$ cat src/rtl/bus_trace_buffer_pkg.sv
// ---------------------------------------------------------------------------
// bus_trace_buffer_pkg
// Shared definitions for the bus trace buffer: default geometry and the
// two-state controller encoding (LIVE = capturing, FROZEN = browsing).
// No ports.
// ---------------------------------------------------------------------------
package bus_trace_buffer_pkg;

  localparam int DEF_WIDTH = 16;
  localparam int DEF_DEPTH = 8;
  localparam int DEF_AW    = 3;

  typedef enum logic [0:0] {
    LIVE   = 1'b0,
    FROZEN = 1'b1
  } trace_state_e;

  // Plain constants of the same encoding, for legacy-style state registers
  localparam logic [0:0] ST_LIVE   = 1'b0;
  localparam logic [0:0] ST_FROZEN = 1'b1;

endpackage

$ cat src/rtl/bus_trace_buffer_if.sv
// ---------------------------------------------------------------------------
// bus_trace_buffer_if
// Groups the processor-side inputs, operator controls and display outputs of
// the trace buffer.
//   BusWires, Done          : processor bus word and instruction-complete flag
//   Freeze, Next, Prev      : operator switch and push-buttons (asynchronous)
//   ShowWord, ShowIdx       : displayed word and its age (0 = newest)
//   Count, Overflow, Frozen : number of valid entries, sticky wrap flag, mode
// Modport slave is the buffer; modport master is whoever drives it.
// ---------------------------------------------------------------------------
interface bus_trace_buffer_if
  import bus_trace_buffer_pkg::*;
#(
  parameter int WIDTH = DEF_WIDTH,
  parameter int AW    = DEF_AW
);

  logic [WIDTH-1:0] BusWires;
  logic             Done;
  logic             Freeze;
  logic             Next;
  logic             Prev;
  logic [WIDTH-1:0] ShowWord;
  logic [AW-1:0]    ShowIdx;
  logic [AW:0]      Count;
  logic             Frozen;
  logic             Overflow;

  modport slave (
    input  BusWires, Done, Freeze, Next, Prev,
    output ShowWord, ShowIdx, Count, Frozen, Overflow
  );

  modport master (
    output BusWires, Done, Freeze, Next, Prev,
    input  ShowWord, ShowIdx, Count, Frozen, Overflow
  );

endinterface

$ cat src/rtl/bus_trace_buffer_sync_edge.sv
// ---------------------------------------------------------------------------
// bus_trace_buffer_sync_edge
// Two-flop synchronizer for an asynchronous operator input, followed by a
// rising-edge detector so one press yields one single-cycle pulse.
//   i_clk   : system clock
//   i_rstn  : synchronous reset, active-low
//   i_async : asynchronous input
//   o_level : synchronized level
//   o_rise  : one-cycle pulse on a synchronized rising edge
// ---------------------------------------------------------------------------
module bus_trace_buffer_sync_edge (
  input  logic i_clk,
  input  logic i_rstn,
  input  logic i_async,
  output logic o_level,
  output logic o_rise
);

  logic r_meta;
  logic r_sync;
  logic r_sync_q;

  // Synchronizer chain plus one history flop for edge detection
  always_ff @(posedge i_clk) begin
    if (!i_rstn) begin
      r_meta   <= 1'b0;
      r_sync   <= 1'b0;
      r_sync_q <= 1'b0;
    end else begin
      r_meta   <= i_async;
      r_sync   <= r_meta;
      r_sync_q <= r_sync;
    end
  end

  assign o_level = r_sync;
  assign o_rise  = r_sync & ~r_sync_q;

endmodule

$ cat src/rtl/bus_trace_buffer.sv
// ---------------------------------------------------------------------------
// bus_trace_buffer
// Records the processor bus word on every rising edge of Done into a
// DEPTH-entry circular history. The operator can freeze the history and step
// through it with Next (older) / Prev (newer).
//   Clock  : system clock, rising edge
//   Resetn : synchronous reset, active-low
//   bus    : slave side of bus_trace_buffer_if (inputs BusWires, Done,
//            Freeze, Next, Prev; registered outputs ShowWord, ShowIdx,
//            Count, Frozen, Overflow)
// ---------------------------------------------------------------------------
module bus_trace_buffer
  import bus_trace_buffer_pkg::*;
#(
  parameter int WIDTH = DEF_WIDTH,
  parameter int DEPTH = DEF_DEPTH,
  parameter int AW    = DEF_AW
) (
  input logic               Clock,
  input logic               Resetn,
  bus_trace_buffer_if.slave bus
);

  localparam logic [AW-1:0] PTR_ZERO = {AW{1'b0}};
  localparam logic [AW-1:0] PTR_ONE  = {{(AW-1){1'b0}}, 1'b1};
  localparam logic [AW:0]   CNT_ZERO = {(AW+1){1'b0}};
  localparam logic [AW:0]   CNT_ONE  = {{AW{1'b0}}, 1'b1};
  localparam logic [AW:0]   CNT_FULL = (AW+1)'(DEPTH);

  logic [WIDTH-1:0] r_mem [DEPTH];
  logic [AW-1:0]    r_wr_ptr;
  logic [AW:0]      r_count;
  logic [AW-1:0]    r_age;
  logic             r_overflow;
  logic [0:0]       r_state;
  logic             r_done_q;
  logic [WIDTH-1:0] r_show_word;
  logic [AW-1:0]    r_show_idx;
  logic             r_frozen;

  logic             w_freeze_s;
  logic             w_unused_freeze_rise;
  logic             w_next_rise;
  logic             w_unused_next_level;
  logic             w_prev_rise;
  logic             w_unused_prev_level;
  logic             w_done_rise;
  logic             w_cap;
  logic [0:0]       w_state_nxt;
  logic [AW-1:0]    w_age_nxt;
  logic [AW-1:0]    w_rd_addr;

  bus_trace_buffer_sync_edge u_sync_freeze (
    .i_clk   (Clock),
    .i_rstn  (Resetn),
    .i_async (bus.Freeze),
    .o_level (w_freeze_s),
    .o_rise  (w_unused_freeze_rise)
  );

  bus_trace_buffer_sync_edge u_sync_next (
    .i_clk   (Clock),
    .i_rstn  (Resetn),
    .i_async (bus.Next),
    .o_level (w_unused_next_level),
    .o_rise  (w_next_rise)
  );

  bus_trace_buffer_sync_edge u_sync_prev (
    .i_clk   (Clock),
    .i_rstn  (Resetn),
    .i_async (bus.Prev),
    .o_level (w_unused_prev_level),
    .o_rise  (w_prev_rise)
  );

  // Done is already synchronous; only its rising edge matters, so a long
  // Done level produces a single capture. Freeze suppresses capture in the
  // very cycle it is seen, before the state register has moved.
  assign w_done_rise = bus.Done & ~r_done_q;
  assign w_cap       = w_done_rise & (r_state == ST_LIVE) & ~w_freeze_s;

  // Newest entry sits at wr_ptr-1; age counts backwards from there, wrapping
  assign w_rd_addr = r_wr_ptr - PTR_ONE - r_age;

  // Two-state controller: follow the synchronized Freeze switch
  always_comb begin
    w_state_nxt = r_state;
    case (r_state)
      ST_LIVE: begin
        if (w_freeze_s) begin
          w_state_nxt = ST_FROZEN;
        end else begin
          w_state_nxt = ST_LIVE;
        end
      end
      ST_FROZEN: begin
        if (!w_freeze_s) begin
          w_state_nxt = ST_LIVE;
        end else begin
          w_state_nxt = ST_FROZEN;
        end
      end
      default: w_state_nxt = ST_LIVE;
    endcase
  end

  // Browse position: held at 0 while live, clamped to [0, Count-1] when frozen;
  // simultaneous Next and Prev cancel out
  always_comb begin
    w_age_nxt = r_age;
    if (r_state == ST_LIVE) begin
      w_age_nxt = PTR_ZERO;
    end else if (w_next_rise && !w_prev_rise) begin
      if (({1'b0, r_age} + CNT_ONE) < r_count) begin
        w_age_nxt = r_age + PTR_ONE;
      end else begin
        w_age_nxt = r_age;
      end
    end else if (w_prev_rise && !w_next_rise) begin
      if (r_age != PTR_ZERO) begin
        w_age_nxt = r_age - PTR_ONE;
      end else begin
        w_age_nxt = r_age;
      end
    end else begin
      w_age_nxt = r_age;
    end
  end

  // History storage; deliberately not reset, Count=0 hides stale contents
  always_ff @(posedge Clock) begin
    if (w_cap) begin
      r_mem[r_wr_ptr] <= bus.BusWires;
    end
  end

  // Control state, pointers, counters and registered display outputs
  always_ff @(posedge Clock) begin
    if (!Resetn) begin
      r_wr_ptr    <= PTR_ZERO;
      r_count     <= CNT_ZERO;
      r_age       <= PTR_ZERO;
      r_overflow  <= 1'b0;
      r_state     <= ST_LIVE;
      r_done_q    <= 1'b0;
      r_show_word <= {WIDTH{1'b0}};
      r_show_idx  <= PTR_ZERO;
      r_frozen    <= 1'b0;
    end else begin
      r_done_q <= bus.Done;
      r_state  <= w_state_nxt;
      r_age    <= w_age_nxt;
      r_frozen <= (w_state_nxt == ST_FROZEN);

      if (w_cap) begin
        r_wr_ptr <= r_wr_ptr + PTR_ONE;
        if (r_count == CNT_FULL) begin
          r_overflow <= 1'b1;
        end else begin
          r_count <= r_count + CNT_ONE;
        end
      end

      if (r_state == ST_LIVE) begin
        r_show_word <= bus.BusWires;
        r_show_idx  <= PTR_ZERO;
      end else if (r_count != CNT_ZERO) begin
        r_show_word <= r_mem[w_rd_addr];
        r_show_idx  <= r_age;
      end else begin
        r_show_word <= {WIDTH{1'b0}};
        r_show_idx  <= r_age;
      end
    end
  end

  assign bus.ShowWord = r_show_word;
  assign bus.ShowIdx  = r_show_idx;
  assign bus.Count    = r_count;
  assign bus.Frozen   = r_frozen;
  assign bus.Overflow = r_overflow;

endmodule
$ cat src/flat_wrapper.sv
// flat-port wrapper written by rule: the top's interface ports become plain ports
module bus_trace_buffer_flat import bus_trace_buffer_pkg::*;
#(
  parameter int WIDTH = DEF_WIDTH,
  parameter int DEPTH = DEF_DEPTH,
  parameter int AW    = DEF_AW
)
  (Clock, Resetn, bus_BusWires, bus_Done, bus_Freeze, bus_Next, bus_Prev, bus_ShowWord, bus_ShowIdx, bus_Count, bus_Frozen, bus_Overflow);
  bus_trace_buffer_if #(.WIDTH(WIDTH), .AW(AW)) bus_i ();
  input logic Clock;
  input logic Resetn;
  input wire logic [$bits(bus_i.BusWires)-1:0] bus_BusWires;
  input wire logic [$bits(bus_i.Done)-1:0] bus_Done;
  input wire logic [$bits(bus_i.Freeze)-1:0] bus_Freeze;
  input wire logic [$bits(bus_i.Next)-1:0] bus_Next;
  input wire logic [$bits(bus_i.Prev)-1:0] bus_Prev;
  output wire logic [$bits(bus_i.ShowWord)-1:0] bus_ShowWord;
  output wire logic [$bits(bus_i.ShowIdx)-1:0] bus_ShowIdx;
  output wire logic [$bits(bus_i.Count)-1:0] bus_Count;
  output wire logic [$bits(bus_i.Frozen)-1:0] bus_Frozen;
  output wire logic [$bits(bus_i.Overflow)-1:0] bus_Overflow;
  assign bus_i.BusWires = bus_BusWires;
  assign bus_i.Done = bus_Done;
  assign bus_i.Freeze = bus_Freeze;
  assign bus_i.Next = bus_Next;
  assign bus_i.Prev = bus_Prev;
  assign bus_ShowWord = bus_i.ShowWord;
  assign bus_ShowIdx = bus_i.ShowIdx;
  assign bus_Count = bus_i.Count;
  assign bus_Frozen = bus_i.Frozen;
  assign bus_Overflow = bus_i.Overflow;
  bus_trace_buffer #(.WIDTH(WIDTH), .DEPTH(DEPTH), .AW(AW)) u_core (.Clock(Clock), .Resetn(Resetn), .bus(bus_i));
endmodule
$ cat config.mk
export PLATFORM = sky130hd
export DESIGN_NAME = bus_trace_buffer_flat
export DESIGN_NICKNAME = d
export VERILOG_FILES = /design/src/rtl/bus_trace_buffer_pkg.sv /design/src/rtl/bus_trace_buffer_if.sv /design/src/rtl/bus_trace_buffer_sync_edge.sv /design/src/rtl/bus_trace_buffer.sv /design/src/flat_wrapper.sv
export SDC_FILE = /design/constraint.sdc
export NUM_CORES = 1
export LEC_CHECK = 0
export CAP_MARGIN = 20
export CORE_ASPECT_RATIO = 0.9
export CORE_UTILIZATION = 35
export DETAILED_ROUTE_END_ITERATION = 8
export DONT_BUFFER_PORTS = 1
export PLACE_DENSITY = 0.58
export SYNTH_ARGS = -nofsm -noshare
export SYNTH_HDL_FRONTEND = slang
export SYNTH_SLANG_ARGS = --single-unit
$ cat constraint.sdc
create_clock -name Clock -period 3.6 [get_ports Clock]
set_clock_uncertainty 0.2 [all_clocks]
set_input_delay 0.54 -clock Clock [delete_from_list [all_inputs] [get_ports Clock]]
set_output_delay 0.54 -clock Clock [all_outputs]
set_load 0.03 [all_outputs]
==> flow_metrics.env <==
export IMPL_status="finished clean"
export IMPL_drt_iter0_drc=179
export IMPL_cp_cell_sequence="inv_1 > ha_2 > fa_1 > buf_4 > mux4_2 > mux2i_1 > o21ai_0"
export IMPL_rows=46
export IMPL_antenna_found_initial=0
export IMPL_die_area_um2=18800
export IMPL_post_route_util_pct=42.4
export IMPL_worst_path_buf_inv=2
export IMPL_syn_num_nets=385
export IMPL_cts_clk_slew_worst_paths_ps=70
export IMPL_final_fill_count=1543
export IMPL_pre_cts_ws_ps=908
export IMPL_totalWireLength_um=12400
export IMPL_core_area_um2=17800
export IMPL_clock_latency_ps=420
export IMPL_p_total_mw=4.33
export IMPL_cts_htree_levels=4
export IMPL_cts_buffer_depth=2
export IMPL_nets=420
export IMPL_reg2reg_setup_slack_ps=920
export IMPL_irDropWorstVdd_mv=0.264
export IMPL_fin_crit_ps=2680
export IMPL_routed_via_density=4.81
export IMPL_port_buffers=0
export IMPL_maxCapViolCount=0
export IMPL_die_width_um=145
export IMPL_post_drt_wl_per_cell_um=19.4
export IMPL_cpLargestDelayFamily="adder cells"
export IMPL_final_layout_size_suffix_gt1_share_pct=21.0
export IMPL_drv_slew=0
export IMPL_yosys_warnings=0
export IMPL_clockRootBuffer="clkbuf_16"
export IMPL_fin_ws_ps=924
export IMPL_cp_slowest_cell="fa_1"
export IMPL_setup_violations=0
export IMPL_post_route_period_util_pct=74.3
export IMPL_hold_viol=0
export IMPL_first_global_vias=3291
export IMPL_startpoint_type="flip-flop"
export IMPL_drc=0
export IMPL_endpoint_kind="flip-flop"
export IMPL_p_leak_nw=2.64
export IMPL_critPathMaxFanout=32
export IMPL_synth_edf_count=128
export IMPL_grt_pass1_wl_um=19300
export IMPL_via_count=3080
export IMPL_dp_hpwl_um=6920
export IMPL_ys_async_sr_fraction_pct=0
export IMPL_mostFrequentLayoutCell="edfxtp_1"
export IMPL_gp_congestion=0.724
export IMPL_grt_max_degree=33
export IMPL_seq_area_um2=4640
export IMPL_worst_slew_pin_slew_ps=767
export IMPL_critPathKind="flip-flop to flip-flop"
export IMPL_antenna_left=0
export IMPL_fin_setup_tns_ps=0
export IMPL_cts_tree="done"
export IMPL_cts_buffers=17
export IMPL_gr_total_overflow=0
export IMPL_layout_common_cells="edfxtp_1, dfxtp_1, mux4_2"
export IMPL_clock_fmax_ghz=0.374
export IMPL_rsz0062_at_grt="no"
export IMPL_ys_seq_area_share_pct=72.6
export IMPL_cp_data_required_time_ps=3670
export IMPL_num_io_pins=47
export IMPL_yosys_most_used_dff="edfxtp_1"
export IMPL_initial_core_util_pct=36.0
export IMPL_clock_sinks=168
export IMPL_ys_ff_latch=168
export IMPL_slowest_delay_ps=530
export IMPL_dr_pass1_iters=4
export IMPL_area_delta_synth_final_pct=17.8
export IMPL_power_per_cell_area_nw_per_um2=574
export IMPL_syn_area_um2=6400
export IMPL_worstHoldPathType="input port to flip-flop"
export IMPL_track_usage_pct=14.6
export IMPL_diodes=0
export IMPL_cp_arrival_ps=2750
export IMPL_syn_instance_count=352
export IMPL_multi_input_area_um2=1680
export IMPL_synth_cell_type_count=37
export IMPL_postCtsSetupRepairBufs=0
export IMPL_die_y_um=130
export IMPL_slew_limit_headroom_pct=48.7
export IMPL_syn_area_per_cell_um2=18.2
-- power breakdown --
group	total, mW	leakage [nW]	switching, mW	internal (mW)
logic	0.327	0.853	0.162	0.165
clock network	1.82	0.295	0.784	1.04
registers	2.18	1.49	0.0476	2.13
-- metrics by stage --
| step | cell area (um^2) | std cells | hold WS, ps |
|---|---|---|---|
| finish | 7540 | 640 | 23.7 |
| global route | 7540 | 640 | 8.08 |
| CTS | 7540 | 640 | 7.74 |
| detailed placement | 6790 | 592 | 221 |
| global placement | 6790 | 592 | 216 |
| floorplan | 6400 | 352 | 212 |
-- metal layers --
layer	global-route usage, %	vias up	part of all wire, %
met3	4.29	15	3.9
met5	0	-	0
met1	18.8	1594	46
li1	-	1422	-
met2	23.3	49	49
met4	5.70	0	1.6
-- what timing repair did --
action                     in CTS  in global routing
gates resized for setup         0                  0
setup endpoints to repair       0                  0
hold buffers                   16                  0
hold endpoints to repair      128                  0
-- cell families after synthesis --
group / share of synthesized area (%)
multiplexers: 14.2
AO/OA/AOI/OAI: 2.31
flip-flops: 72.6
buffers and inverters: 1.37
XOR/XNOR: 1.64
AND/OR/NAND/NOR: 5.51
adder cells (fa/ha/maj): 2.38
-- cell type report --
type                            instances  share of cell area [%]
Tap cell                              240                    3.98
Timing Repair Buffer                   29                    3.92
Clock buffer                           17                    5.64
Sequential cell                       168                    61.6
Inverter                                7                   0.349
Multi-Input combinational cell        164                    22.3
Clock inverter                         15                    2.19
-- worst reg2reg max path: cells and delay by family (launching register included) --
kind / cells / cell delay, ps
AOI/OAI and AO/OA: 1 / 120
DFF: 1 / 410
adders and majority gates: 2 / 740
buffers and inverters: 2 / 550
muxes: 2 / 520
-- flip-flops by register name, indices dropped and copies added (netlist names) --
name / flops
u_core.u_sync_freeze.r_meta: 1
u_core.u_sync_prev.r_meta: 1
u_core.bus.Count: 4
u_core.r_wr_ptr: 3
u_core.bus.ShowIdx: 3
u_core.u_sync_prev.o_level: 1
u_core.bus.ShowWord: 16
u_core.r_state: 1
u_core.bus.Overflow: 1
u_core.r_done_q: 1
u_core.u_sync_prev.r_sync_q: 1
u_core.u_sync_freeze.o_level: 1
u_core.u_sync_next.r_meta: 1
u_core.r_age: 3
u_core.u_sync_next.o_level: 1
u_core.u_sync_next.r_sync_q: 1
u_core.r_mem: 128
-- synth_stat cells, types with 2 or more instances --
cell      count  area, um^2
edfxtp_1    128        3840
dfxtp_1      40         801
mux4_2       32         721
nand2_1      21        78.8
mux2i_1      19         190
and2_1       16         100
o21ai_0      16        80.1
nor2_1       11        41.3
ha_1          9         113
inv_1         7        26.3
clkbuf_1      6        22.5
xnor2_1       5        43.8
buf_2         4        20.0
nand2b_1      4        25.0
nor2b_1       4        25.0
a21oi_1       3        15.0
nor3_1        3        15.0
buf_1         2        7.51
fa_1          2        40.0
nand3_1       2        10.0
xor2_1        2        17.5
-- final timing paths --
kind                                                            from                                    end  depth (start not counted)
worst max-delay path                    u_core.r_age[0]$_SDFFE_PN0P_     u_core.bus.ShowWord[10]$_SDFF_PN0_                          7
worst min-delay path                                 bus_BusWires[3]      u_core.bus.ShowWord[3]$_SDFF_PN0_                          2
worst max register to register          u_core.r_age[0]$_SDFFE_PN0P_     u_core.bus.ShowWord[10]$_SDFF_PN0_                          7
worst min register to register  u_core.u_sync_next.r_meta$_SDFF_PN0_  u_core.u_sync_next.o_level$_SDFF_PN0_                          1
Note: power is estimated with default switching activity, not from simulation.
